[config.mk]
export PLATFORM = sky130hd
export DESIGN_NAME = tweet_buffer
export DESIGN_NICKNAME = d
export VERILOG_FILES = /design/src/rtl/tweet_buffer.sv
export SDC_FILE = /design/constraint.sdc
export NUM_CORES = 1
export LEC_CHECK = 0
export CORE_UTILIZATION = 36
export DETAILED_ROUTE_END_ITERATION = 7
export PLACE_DENSITY = 0.52
export SETUP_SLACK_MARGIN = 0.3
export SKIP_LAST_GASP = 1
export SYNTH_ARGS = -nofsm -noshare
export SYNTH_HDL_FRONTEND = slang
export SYNTH_SLANG_ARGS = --single-unit
[constraint.sdc]
create_clock -name sysclk -period 5.6 [get_ports sysclk]
set_clock_uncertainty 0.15 [all_clocks]
set_input_delay 1.12 -clock sysclk [delete_from_list [all_inputs] [get_ports sysclk]]
set_output_delay 1.12 -clock sysclk [all_outputs]
set_load 0.01 [all_outputs]
[src/rtl/tweet_buffer.sv]
// Serial tweet capture buffer: 8N1 receive into a length-tracked message store, replay on a play edge.
// Optional live echo of typed characters is enabled with `define TWEET_ECHO_EN.
module tweet_buffer #(
  parameter int         CLKS_PER_BIT = 5208,
  parameter int         MAX_LEN      = 160,
  parameter int         ADDR_W       = 8,
  parameter logic [7:0] BS_CODE      = 8'h08
) (
  input  logic              sysclk,
  input  logic              reset_n,
  input  logic              active,
  input  logic              serial_in,
  input  logic              btn_play,
  input  logic              clear,
  output logic [7:0]        tx_data,
  output logic              tx_start,
  input  logic              tx_busy,
  output logic [ADDR_W-1:0] length,
  output logic              full,
  output logic              playing,
  output logic              rx_drop,
  output logic              serial_echo
);

  localparam int                CNT_W    = $clog2(CLKS_PER_BIT);
  localparam logic [CNT_W-1:0]  FULL_CNT = CNT_W'(CLKS_PER_BIT - 1);
  localparam logic [CNT_W-1:0]  HALF_CNT = CNT_W'(CLKS_PER_BIT / 2 - 1);
  localparam logic [ADDR_W-1:0] MAX_L    = ADDR_W'(MAX_LEN);
  localparam int                IDX_W    = (MAX_LEN > 1) ? $clog2(MAX_LEN) : 1;

  typedef enum logic [1:0] {R_IDLE, R_START, R_DATA, R_STOP} rx_state_t;
  typedef enum logic [1:0] {P_IDLE, P_SEND, P_ACK, P_WAIT} play_state_t;

  rx_state_t         rx_state;
  play_state_t       play_state;
  logic              rx_meta, rx_sync;
  logic [CNT_W-1:0]  rx_cnt;
  logic [2:0]        bit_idx;
  logic [7:0]        rx_shift;
  logic              rx_vld_p0, rx_ferr_p0;
  logic              btn_q1, btn_q2;
  logic [ADDR_W-1:0] ptr;
  logic [ADDR_W-1:0] ptr_nxt;
  logic [7:0]        mem [MAX_LEN];
  logic [7:0]        mem_rd;
  logic              is_bs, cmt_ok, cmt_wr, cmt_bs, cmt_drop, play_go;

  // Stage p0: two-flop synchroniser and 8N1 framing
  always_ff @(posedge sysclk or negedge reset_n) begin
    if (!reset_n) begin
      rx_meta <= 1'b1;
      rx_sync <= 1'b1;
    end else begin
      rx_meta <= serial_in;
      rx_sync <= rx_meta;
    end
  end

  always_ff @(posedge sysclk or negedge reset_n) begin
    if (!reset_n) begin
      rx_state   <= R_IDLE;
      rx_cnt     <= '0;
      bit_idx    <= '0;
      rx_vld_p0  <= 1'b0;
      rx_ferr_p0 <= 1'b0;
    end else begin
      rx_vld_p0  <= 1'b0;
      rx_ferr_p0 <= 1'b0;
      if (!active) begin
        rx_state <= R_IDLE;
        rx_cnt   <= '0;
      end else begin
        case (rx_state)
          R_IDLE: begin
            rx_cnt  <= '0;
            bit_idx <= '0;
            if (!rx_sync) rx_state <= R_START;
          end
          R_START: begin
            if (rx_cnt == HALF_CNT) begin
              rx_cnt   <= '0;
              rx_state <= rx_sync ? R_IDLE : R_DATA;
            end else begin
              rx_cnt <= rx_cnt + 1'b1;
            end
          end
          R_DATA: begin
            if (rx_cnt == FULL_CNT) begin
              rx_cnt  <= '0;
              bit_idx <= bit_idx + 1'b1;
              if (bit_idx == 3'd7) rx_state <= R_STOP;
            end else begin
              rx_cnt <= rx_cnt + 1'b1;
            end
          end
          R_STOP: begin
            if (rx_cnt == FULL_CNT) begin
              rx_cnt   <= '0;
              rx_state <= R_IDLE;
              if (rx_sync) rx_vld_p0  <= 1'b1;
              else         rx_ferr_p0 <= 1'b1;
            end else begin
              rx_cnt <= rx_cnt + 1'b1;
            end
          end
          default: rx_state <= R_IDLE;
        endcase
      end
    end
  end

  always_ff @(posedge sysclk) begin
    if (active && rx_state == R_DATA && rx_cnt == FULL_CNT)
      rx_shift <= {rx_sync, rx_shift[7:1]};
  end

  // Stage p1: commit received byte into the buffer and run playback
  assign full     = (length == MAX_L);
  assign is_bs    = (rx_shift == BS_CODE);
  assign cmt_ok   = rx_vld_p0 & ~clear;
  assign cmt_drop = cmt_ok & (playing | (~is_bs & full));
  assign cmt_wr   = cmt_ok & ~playing & ~is_bs & ~full;
  assign cmt_bs   = cmt_ok & ~playing & is_bs & (length != '0);
  assign ptr_nxt  = ptr + 1'b1;
  assign mem_rd   = mem[ptr[IDX_W-1:0]];
  // A commit landing this cycle changes length, so playback waits for the next edge.
  assign play_go  = btn_q1 & ~btn_q2 & active & (rx_state == R_IDLE) &
                    ~rx_vld_p0 & (length != '0);

  always_ff @(posedge sysclk) begin
    if (cmt_wr) mem[length[IDX_W-1:0]] <= rx_shift;
  end

  always_ff @(posedge sysclk or negedge reset_n) begin
    if (!reset_n) begin
      play_state <= P_IDLE;
      length     <= '0;
      ptr        <= '0;
      playing    <= 1'b0;
      tx_start   <= 1'b0;
      tx_data    <= '0;
      rx_drop    <= 1'b0;
      btn_q1     <= 1'b0;
      btn_q2     <= 1'b0;
    end else begin
      btn_q1   <= btn_play;
      btn_q2   <= btn_q1;
      tx_start <= 1'b0;
      rx_drop  <= rx_ferr_p0 | cmt_drop;

      if (clear)       length <= '0;
      else if (cmt_wr) length <= length + 1'b1;
      else if (cmt_bs) length <= length - 1'b1;

      if (clear || !active) begin
        play_state <= P_IDLE;
        playing    <= 1'b0;
      end else begin
        case (play_state)
          P_IDLE: begin
            if (play_go) begin
              ptr        <= '0;
              playing    <= 1'b1;
              play_state <= P_SEND;
            end
          end
          P_SEND: begin
            if (!tx_busy) begin
              tx_data    <= mem_rd;
              tx_start   <= 1'b1;
              play_state <= P_ACK;
            end
          end
          P_ACK: begin
            if (tx_busy) play_state <= P_WAIT;
          end
          P_WAIT: begin
            if (!tx_busy) begin
              if (ptr_nxt == length) begin
                playing    <= 1'b0;
                play_state <= P_IDLE;
              end else begin
                ptr        <= ptr_nxt;
                play_state <= P_SEND;
              end
            end
          end
          default: play_state <= P_IDLE;
        endcase
      end
    end
  end

`ifdef TWEET_ECHO_EN
  assign serial_echo = (playing || full) ? 1'b1 : serial_in;
`else
  assign serial_echo = 1'b1;
`endif

endmodule

==> results.py, run 1 <==
metrics = {
    "critical_path": {
        "critical_path_class": "primary input to flip-flop",
        "critPathLaunchType": "primary input",
        "crit_arrival_ns": 4.51,
        "cp_max_fo": 14,
        "critPathCaptureType": "flip-flop",
        "cp.required_ns": 5.84,
    },
    "clock_network": {
        "cts_tree": "done",
        "postCtsSetupRepairBufs": 0,
        "hold_buffers": 0,
        "clk_pin_slew_ns": 0.06,
        "cts_sinks": 1341,
        "cts_resized": 0,
        "cts-buffers-inserted": 143,
        "h-tree-depth": 4,
        "clock_latency_ns": 0.77,
        "cts_max_path_buffers": 3,
        "root_buffer": "clkbuf_16",
    },
    "synth": {
        "synth_warnings": 0,
        "ys.flop_type": "edfxtp_1",
        "syn_area_mm2": 0.0525,
        "ys_ff_latch": 1341,
        "yosysTopAreaCellShare_pct": 73.7,
        "synth_top_cell_by_area": "edfxtp_1",
        "synth.avg_cell_area_um2": 20.3,
        "syn_nets": 2607,
        "synth_edf_count": 1288,
        "synth-async-reset-ratio_pct": 3.95,
        "ys_seq_area_share_pct": 76.3,
        "netlist_instances": 2585,
        "synth_area_leaders": "edfxtp_1 74%, mux4_2 12%, dfrtp_1 2.4%",
        "synth.distinct_cells": 66,
    },
    "timing": {
        "worstMarginPinSlew_ns": 1.16,
        "setup_violations": 0,
        "max_freq_mhz": 234,
        "finalCritPeriodShare_pct": 76.3,
        "slew_headroom_pct": 22.2,
        "setup_tns_ns": 0,
        "post-route-min-period_ns": 4.27,
        "rsz0062_at_grt": "no",
        "drv_slew": 0,
        "hold_viol_final": 0,
    },
    "route": {
        "met1_length_um": 58300,
        "vias": 25900,
        "drtIter0Drc": 2701,
        "detail-route-antenna-nets": 0,
        "via_per_inst": 5.50,
        "wl_met2_um": 62500,
        "wl_um": 132000,
        "wl_met3_um": 8130,
        "drc": 0,
        "wire_per_inst_um": 28.0,
        "drt_pass1_iterations": 5,
        "highest_layer": "met5",
    },
    "grt": {
        "grt_pass1_vias": 26900,
        "grt_max_degree": 162,
        "grt_pass1_wl_um": 194000,
        "grt-ovfl-total": 0,
        "track_usage_pct": 18.2,
        "antenna_found_initial": 2,
    },
    "pwr": {
        "power.density_mw_per_mm2": 380,
        "p_leak_nw": 18.2,
        "peakVddDrop_mv": 0.311,
    },
    "placed_design": {
        "dp_cells": 4454,
        "io_buffer_count": 26,
        "gp_congestion": 0.792,
        "place_hpwl_um": 78200,
    },
    "die": {
        "num_rows": 139,
        "die_x_um": 384,
        "core_mm2": 0.144,
        "die_y_um": 384,
        "die-area_mm2": 0.147,
        "pin_count": 28,
        "start_util_pct": 36.4,
    },
    "final_layout": {
        "regArea_mm2": 0.0400,
        "syn_to_final_growth_pct": 14.0,
        "fillers": 12600,
        "nets": 2718,
        "diodes": 0,
        "multi_input_area_mm2": 0.0117,
        "instances_no_fill": 4714,
        "drive_above_1_share_pct": 21.6,
    },
    "run": {
        "max-cap-violations": 0,
    },
    "worst_hold_path": {
        "hold_class": "flip-flop to flip-flop",
    },
    "status": {
        "outcome": "completed",
    },
}
==> report_power, final <==
group	internal, mW	switching [mW]	leakage, nW
Sequential	10.9	0.200	12.3
Clock	5.33	3.90	2.25
Combinational	1.01	1.40	3.67
Total	17.2	5.50	18.2
==> critical path, stage by stage <==
cell	delay, ns
clkdlybuf4s50_1	0.39
buf_4	0.18
nand2b_1	0.17
nor3_1	0.29
nand2_1	0.11
buf_4	0.19
nor3_1	0.39
nand3_1	0.63
buf_4	0.44
nor2_1	0.57
==> area by class of cell <==
class | instances | share of cell area (%)
Tap cell | 1903 | 3.98
Multi-Input combinational cell | 1085 | 19.6
Inverter | 16 | 0.100
Timing Repair Buffer | 109 | 1.74
Clock buffer | 166 | 6.27
Clock inverter | 94 | 1.42
Sequential cell | 1341 | 66.9
==> metrics by stage <==
step	hold WS (ns)	power, mW	setup slack, ns	cell area, um2	utilization, %
6_report	0.204	22.7	1.33	59800	41.5
3_5_place_dp	0.198	13.7	0.503	55200	38.3
4_1_cts	0.206	22.9	1.33	59800	41.5
3_3_place_gp	0.196	13.7	0.576	55200	38.3
2_1_floorplan	0.195	12.8	0.695	52500	-
5_1_grt	0.217	23.4	1.15	59800	41.5
==> Yosys cell counts (4+ instances only) <==
cell type / count
o31ai_1: 7
nand2b_1: 8
mux2i_1: 123
xor2_1: 15
xnor2_1: 9
buf_2: 40
inv_1: 16
mux4_2: 288
ha_1: 14
a22o_1: 14
nor2b_1: 11
a211oi_1: 42
nor2_1: 202
o2111ai_1: 9
edfxtp_1: 1288
nand3_1: 18
and3_1: 4
a221oi_1: 8
nor4_1: 4
nand2_1: 70
dfrtp_1: 51
o22ai_1: 51
nor3_1: 12
and2_1: 4
clkbuf_1: 65
o21ai_0: 17
a211o_1: 8
mux2_2: 9
a21oi_1: 25
o221ai_1: 8
buf_1: 13
nand4_1: 17
buf_4: 24
nor3b_1: 5
a22oi_1: 40
==> state kept, by name (all words and copies together) (netlist names), 2 cells and up <==
| name | flops |
|---|---|
| ptr | 8 |
| tx_data | 8 |
| play_state | 2 |
| rx_shift | 8 |
| length | 8 |
| mem | 1280 |
| rx_cnt | 13 |
| rx_state | 2 |
| bit_idx | 3 |
==> layer usage <==
layer  global-route usage (%)  vias to the layer above
met5                        0                        -
met4                     5.52                        4
met3                     3.25                      180
met2                     28.3                      955
met1                     26.0                    13900
li1                         -                    10900
==> cell families after synthesis <==
kind of cell | share of synthesized area (%)
multiplexers | 14.9
buffers and inverters | 1.42
XOR/XNOR | 0.444
flip-flops | 76.3
adder cells (fa/ha/maj) | 0.372
other | 0.00715
AND/OR/NAND/NOR | 3.19
AO/OA/AOI/OAI | 3.37
==> final timing paths <==
kind / startpoint / end / slack [ns] / cells after the start
worst min register to register: rx_meta / rx_sync / 0.20 / 0
worst max register to register: ptr[0] / ptr[2] / 1.49 / 9
worst min-delay path: rx_meta / rx_sync / 0.20 / 0
max in group asynchronous: reset_n / ptr[0] / 4.44 / 2
min in group asynchronous: reset_n / length[7] / 0.34 / 2
worst max-delay path: clear / mem[7][0] / 1.33 / 10
==> cells in the final DEF (no fill, tap or decap), types with 10 or more instances in the layout <==
cell type / instances
a211oi_1: 42
a21oi_1: 25
a22o_1: 14
a22oi_1: 40
buf_12: 13
buf_4: 70
bufinv_16: 11
clkbuf_1: 19
clkbuf_16: 147
clkdlybuf4s50_1: 25
clkinv_1: 29
clkinv_2: 31
dfrtp_1: 48
edfxtp_1: 1288
ha_1: 14
inv_1: 16
mux2i_1: 123
mux4_2: 288
nand2_1: 70
nand3_1: 18
nand4_1: 17
nor2_1: 201
nor2b_1: 10
nor3_1: 12
o21ai_0: 17
o22ai_1: 51
xor2_1: 15
Power figures use the tool's default switching activity.
==> run 2: changes to the inputs <==
PLACE_DENSITY = 0.54   (was 0.52)
clock period = 3.89 ns   (was 5.6 ns; I/O delays follow)
==> results.py, run 2 (same netlist as run 1, synthesis figures left out) <==
metrics = {
    "route": {
        "drtIter0Drc": 2484,
        "drc": 0,
        "wl_um": 129000,
        "detail-route-antenna-nets": 0,
        "vias": 26400,
        "via_per_inst": 5.38,
        "wire_per_inst_um": 26.3,
        "drt_pass1_iterations": 5,
    },
    "timing": {
        "drv_slew": 0,
        "post-route-min-period_ns": 3.45,
        "hold_viol_final": 0,
        "rsz0062_at_grt": "no",
        "finalCritPeriodShare_pct": 88.6,
        "worst_slack_ns": 0.444,
        "max_freq_mhz": 290,
        "worstMarginPinSlew_ns": 1.27,
        "slew_headroom_pct": 15.1,
        "setup_violations": 0,
    },
    "die": {
        "pin_count": 28,
        "start_util_pct": 36.4,
        "core_mm2": 0.144,
        "num_rows": 139,
        "die_y_um": 384,
        "die-area_mm2": 0.147,
        "die_x_um": 384,
    },
    "final_layout": {
        "final_common_cell": "edfxtp_1",
        "instances_no_fill": 4912,
        "drive_above_1_share_pct": 27.1,
        "nets": 2918,
        "diodes": 0,
        "syn_to_final_growth_pct": 17.2,
        "largest_register_ffs": 1280,
        "final_cell_mix": "1288 x edfxtp_1, 288 x mux4_2, 270 x buf_4",
    },
    "critical_path": {
        "critPathLaunchType": "flip-flop",
        "timing.rr.start": "ptr[0]",
        "critPathSlowestCell": "clkdlybuf4s50_1",
        "r2r-end": "tx_data[6]",
        "ff2ff_setup_slack_ns": 0.48,
        "crit_arrival_ns": 2.52,
        "cp.required_ns": 2.96,
        "crit_chain": "nor4_2 -> nand3_2 -> inv_1 -> clkdlybuf4s50_1",
        "cp-startpoint": "length[0]",
        "critPathCaptureType": "primary output",
        "ff2ff_path_depth": 5,
        "cp_max_fo": 12,
        "critical_path_class": "flip-flop to primary output",
        "max_stage_delay_ns": 0.53,
    },
    "grt": {
        "grt_pass1_wl_um": 189000,
        "grt_pass1_vias": 27500,
        "grt-ovfl-total": 0,
        "track_usage_pct": 17.7,
        "antenna_found_initial": 1,
        "grt_max_degree": 161,
    },
    "placed_design": {
        "place_ws_ns": 0.244,
        "io_buffer_count": 26,
        "gp_congestion": 0.867,
        "place_hpwl_um": 81300,
        "dp_cells": 4658,
    },
    "clock_network": {
        "cts_max_path_buffers": 3,
        "clk_pin_slew_ns": 0.06,
        "cts_tree": "done",
        "cts-buffers-inserted": 138,
        "root_buffer": "clkbuf_16",
        "cts_sinks": 1341,
        "clock_latency_ns": 0.79,
        "h-tree-depth": 4,
    },
    "worst_hold_path": {
        "hold_end": "rx_sync",
        "hold_start": "rx_meta",
        "hold_class": "flip-flop to flip-flop",
        "whs_path_depth": 0,
    },
    "pwr": {
        "p_total_mw": 32.8,
        "p_clk_share_pct": 40.5,
        "p_sw_mw": 7.80,
        "power_frac_seq_pct": 48.3,
        "power.density_mw_per_mm2": 533,
        "swShare_pct": 23.8,
        "comb_power_share_pct": 11.3,
        "p_int_mw": 25.0,
        "p_leak_nw": 19.3,
        "peakVddDrop_mv": 0.374,
    },
    "run": {
        "max-cap-violations": 0,
    },
    "status": {
        "outcome": "completed",
    },
}
## run 2: changes by cell type in the layout (fill, tap and decap cells not counted), sizes merged
cell | before | now
buf | 84 | 288
bufinv | 11 | 15
clkbuf | 166 | 170
clkinv | 69 | 60
clkinvlp | 6 | 5
dlygate4sd3 | 0 | 1
inv | 24 | 19
## run 2: layout make-up
type	instances	area, um2
Timing Repair Buffer	314	2630
Clock inverter	83	912
Sequential cell	1341	40000
Tap cell	1903	2380
Inverter	16	60.1
Multi-Input combinational cell	1085	11800
Clock buffer	170	3660
Fill cell	12400	82500
## run 2: repair_timing
item                                    in CTS  in global routing
endpoints found under the hold margin       32                  0
endpoints found under the setup margin       1                  1
hold buffers                                 1                  0
resized for setup                            2                  1
setup buffers                                0                  0
## run 2: worst max path at each step
stage / cells past startpoint / to / slack, ns
global route: 4 / full / 0.31
CTS: 4 / full / 0.36
detailed placement: 12 / length[7] / 0.24
floorplan: 12 / length[7] / -0.74
finish: 4 / full / 0.44
global placement: 12 / length[7] / 0.28
## run 2: through the flow
stage | cell area, um2 | util (%) | setup TNS, ns | hold slack (ns)
6_report | 61500 | 42.7 | 0 | 0.211
5_1_grt | 61500 | 42.7 | 0 | 0.211
4_1_cts | 61500 | 42.7 | 0 | 0.211
3_5_place_dp | 56900 | 39.5 | 0 | 0.202
3_3_place_gp | 56900 | 39.5 | 0 | 0.197
2_1_floorplan | 52500 | - | -625.40 | 0.195
## run 2: layer usage
metal | track usage [%] | routed length [um] | part of all wire [%]
met5 | 0 | 0 | 0
met4 | 4.99 | 2840 | 2.2
met3 | 3.33 | 7420 | 5.7
met2 | 28.4 | 62800 | 49
met1 | 24.5 | 56100 | 43
## run 2: power groups by stage
stage | sequential (mW) | combinational (mW) | clock (mW)
3_3_place_gp | 16.1 | 3.67 | 0
4_1_cts | 15.8 | 3.71 | 13.6
3_5_place_dp | 16.1 | 3.69 | 0
6_report | 15.8 | 3.69 | 13.3
2_1_floorplan | 16.0 | 2.43 | 0
5_1_grt | 15.8 | 3.90 | 14.1
## run 2: critical path: cells and delay by family (launching register included)
kind	cells	cell delay, ns
buffers and inverters	2	0.63
AND/OR/NAND/NOR	2	0.58
flip-flops	1	0.52
==> run 3: changes to the inputs <==
--- a/config.mk
+++ b/config.mk
@@ -9,2 +9,3 @@
 export DETAILED_ROUTE_END_ITERATION = 7
+export MAX_ROUTING_LAYER = met4
 export PLACE_DENSITY = 0.54
--- a/constraint.sdc
+++ b/constraint.sdc
@@ -4,2 +4,2 @@
 set_output_delay 0.778 -clock sysclk [all_outputs]
-set_load 0.01 [all_outputs]
+set_load 0.05 [all_outputs]
==> results.py, run 3 (same netlist as run 1, synthesis figures left out) <==
metrics = {
    "placed_design": {
        "place_hpwl_um": 80700,
        "place_ws_ns": 0.213,
        "dp_cells": 4628,
        "io_buffer_count": 26,
        "gp_congestion": 0.848,
    },
    "grt": {
        "grt_pass1_wl_um": 191000,
        "grt_pass1_vias": 27400,
        "grt-ovfl-total": 0,
        "antenna_found_initial": 4,
        "track_usage_pct": 18.6,
        "grt_max_degree": 162,
    },
    "clock_network": {
        "cts_max_path_buffers": 3,
        "cts_tree": "done",
        "postCtsSetupRepairBufs": 0,
        "root_buffer": "clkbuf_16",
        "clock_latency_ns": 0.79,
        "cts_sinks": 1341,
        "h-tree-depth": 4,
        "cts-buffers-inserted": 139,
        "cts_resized": 0,
        "clk_pin_slew_ns": 0.06,
    },
    "critical_path": {
        "critPathCaptureType": "flip-flop",
        "cp.required_ns": 4.43,
        "critPathLaunchType": "flip-flop",
        "cp_max_fo": 19,
        "crit_arrival_ns": 3.97,
        "critical_path_class": "flip-flop to flip-flop",
    },
    "timing": {
        "setup_violations": 0,
        "rsz0062_at_grt": "no",
        "worstMarginPinSlew_ns": 1.23,
        "max_freq_mhz": 291,
        "finalCritPeriodShare_pct": 88.2,
        "post-route-min-period_ns": 3.43,
        "hold_slack_ns": 0.206,
        "drv_slew": 0,
        "worst_slack_ns": 0.459,
        "hold_viol_final": 0,
        "slew_headroom_pct": 18.1,
        "setup_tns_ns": 0,
    },
    "final_layout": {
        "drive_above_1_share_pct": 25.9,
        "instances_no_fill": 4878,
        "final_cell_mix": "1288 x edfxtp_1, 288 x mux4_2, 241 x buf_4",
        "largest_register_ffs": 1280,
        "fin_util_pct": 42.4,
        "syn_to_final_growth_pct": 16.5,
        "final_common_cell": "edfxtp_1",
        "nets": 2889,
    },
    "route": {
        "vias": 26400,
        "drtIter0Drc": 2529,
        "via_per_inst": 5.41,
        "drc": 0,
        "detail-route-antenna-nets": 0,
        "drt_pass1_iterations": 5,
        "wl_um": 132000,
        "wire_per_inst_um": 27.0,
    },
    "die": {
        "start_util_pct": 36.4,
        "die-area_mm2": 0.147,
        "die_y_um": 384,
        "num_rows": 139,
        "pin_count": 28,
        "core_mm2": 0.144,
        "die_x_um": 384,
    },
    "status": {
        "outcome": "completed",
    },
    "pwr": {
        "p_leak_nw": 19.0,
        "power.density_mw_per_mm2": 536,
        "peakVddDrop_mv": 0.465,
    },
    "worst_hold_path": {
        "hold_class": "flip-flop to flip-flop",
    },
    "run": {
        "max-cap-violations": 0,
    },
}
==> run 3: final timing paths <==
path / start / to / slack [ns] / depth (start not counted)
worst max-delay path: ptr[2] / tx_data[0] / 0.46 / 10
worst min-delay path: rx_meta / rx_sync / 0.21 / 0
worst max register to register: ptr[2] / tx_data[0] / 0.46 / 10
worst min register to register: rx_meta / rx_sync / 0.21 / 0
max in group asynchronous: reset_n / tx_data[0] / 2.34 / 3
min in group asynchronous: reset_n / btn_q2 / 0.47 / 2
==> run 3: what timing repair did <==
item / in CTS / in global routing
endpoints found under the setup margin: 0 / 0
hold endpoints to repair: 32 / 0
hold buffers: 1 / 0
==> run 3: power by group <==
group	internal (mW)	switching, mW	leakage, nW
sequential	15.7	0.179	12.3
clock	7.39	5.65	2.15
combinational	1.58	2.29	4.61
==> run 3: per-stage QoR <==
| stage | power (mW) | area (um2) |
|---|---|---|
| final | 32.7 | 61100 |
| after global routing | 33.7 | 61100 |
| after CTS | 33.0 | 61100 |
| after detailed placement | 20.0 | 56700 |
| after global placement | 20.0 | 56700 |
| after floorplan | 18.6 | 52500 |
==> run 3: layout make-up <==
cell class | count | area (um2)
Inverter | 16 | 60.1
Tap cell | 1903 | 2380
Multi-Input combinational cell | 1085 | 11800
Antenna cell | 1 | 2.50
Clock buffer | 168 | 3590
Fill cell | 12400 | 82900
Clock inverter | 80 | 867
Sequential cell | 1341 | 40000
Timing Repair Buffer | 284 | 2400
==> run 3: critical path, cell delays in order (launching register included) <==
cell       delay, ns
dfrtp_2         0.59
or3b_2          0.81
buf_4           0.30
buf_4           0.17
o22ai_1         0.24
a211o_1         0.13
nor2_1          0.06
a21oi_1         0.26
buf_4           0.19
o2111ai_1       0.24
nand4_1         0.18
==> run 3: per-layer routing <==
metal / up-vias / track usage [%] / share of wire, %
li1: 11300 / - / -
met2: 955 / 29.0 / 48
met3: 185 / 4.22 / 7.0
met1: 14000 / 24.1 / 42
met4: 0 / 5.76 / 2.7
met5: - / - / 0
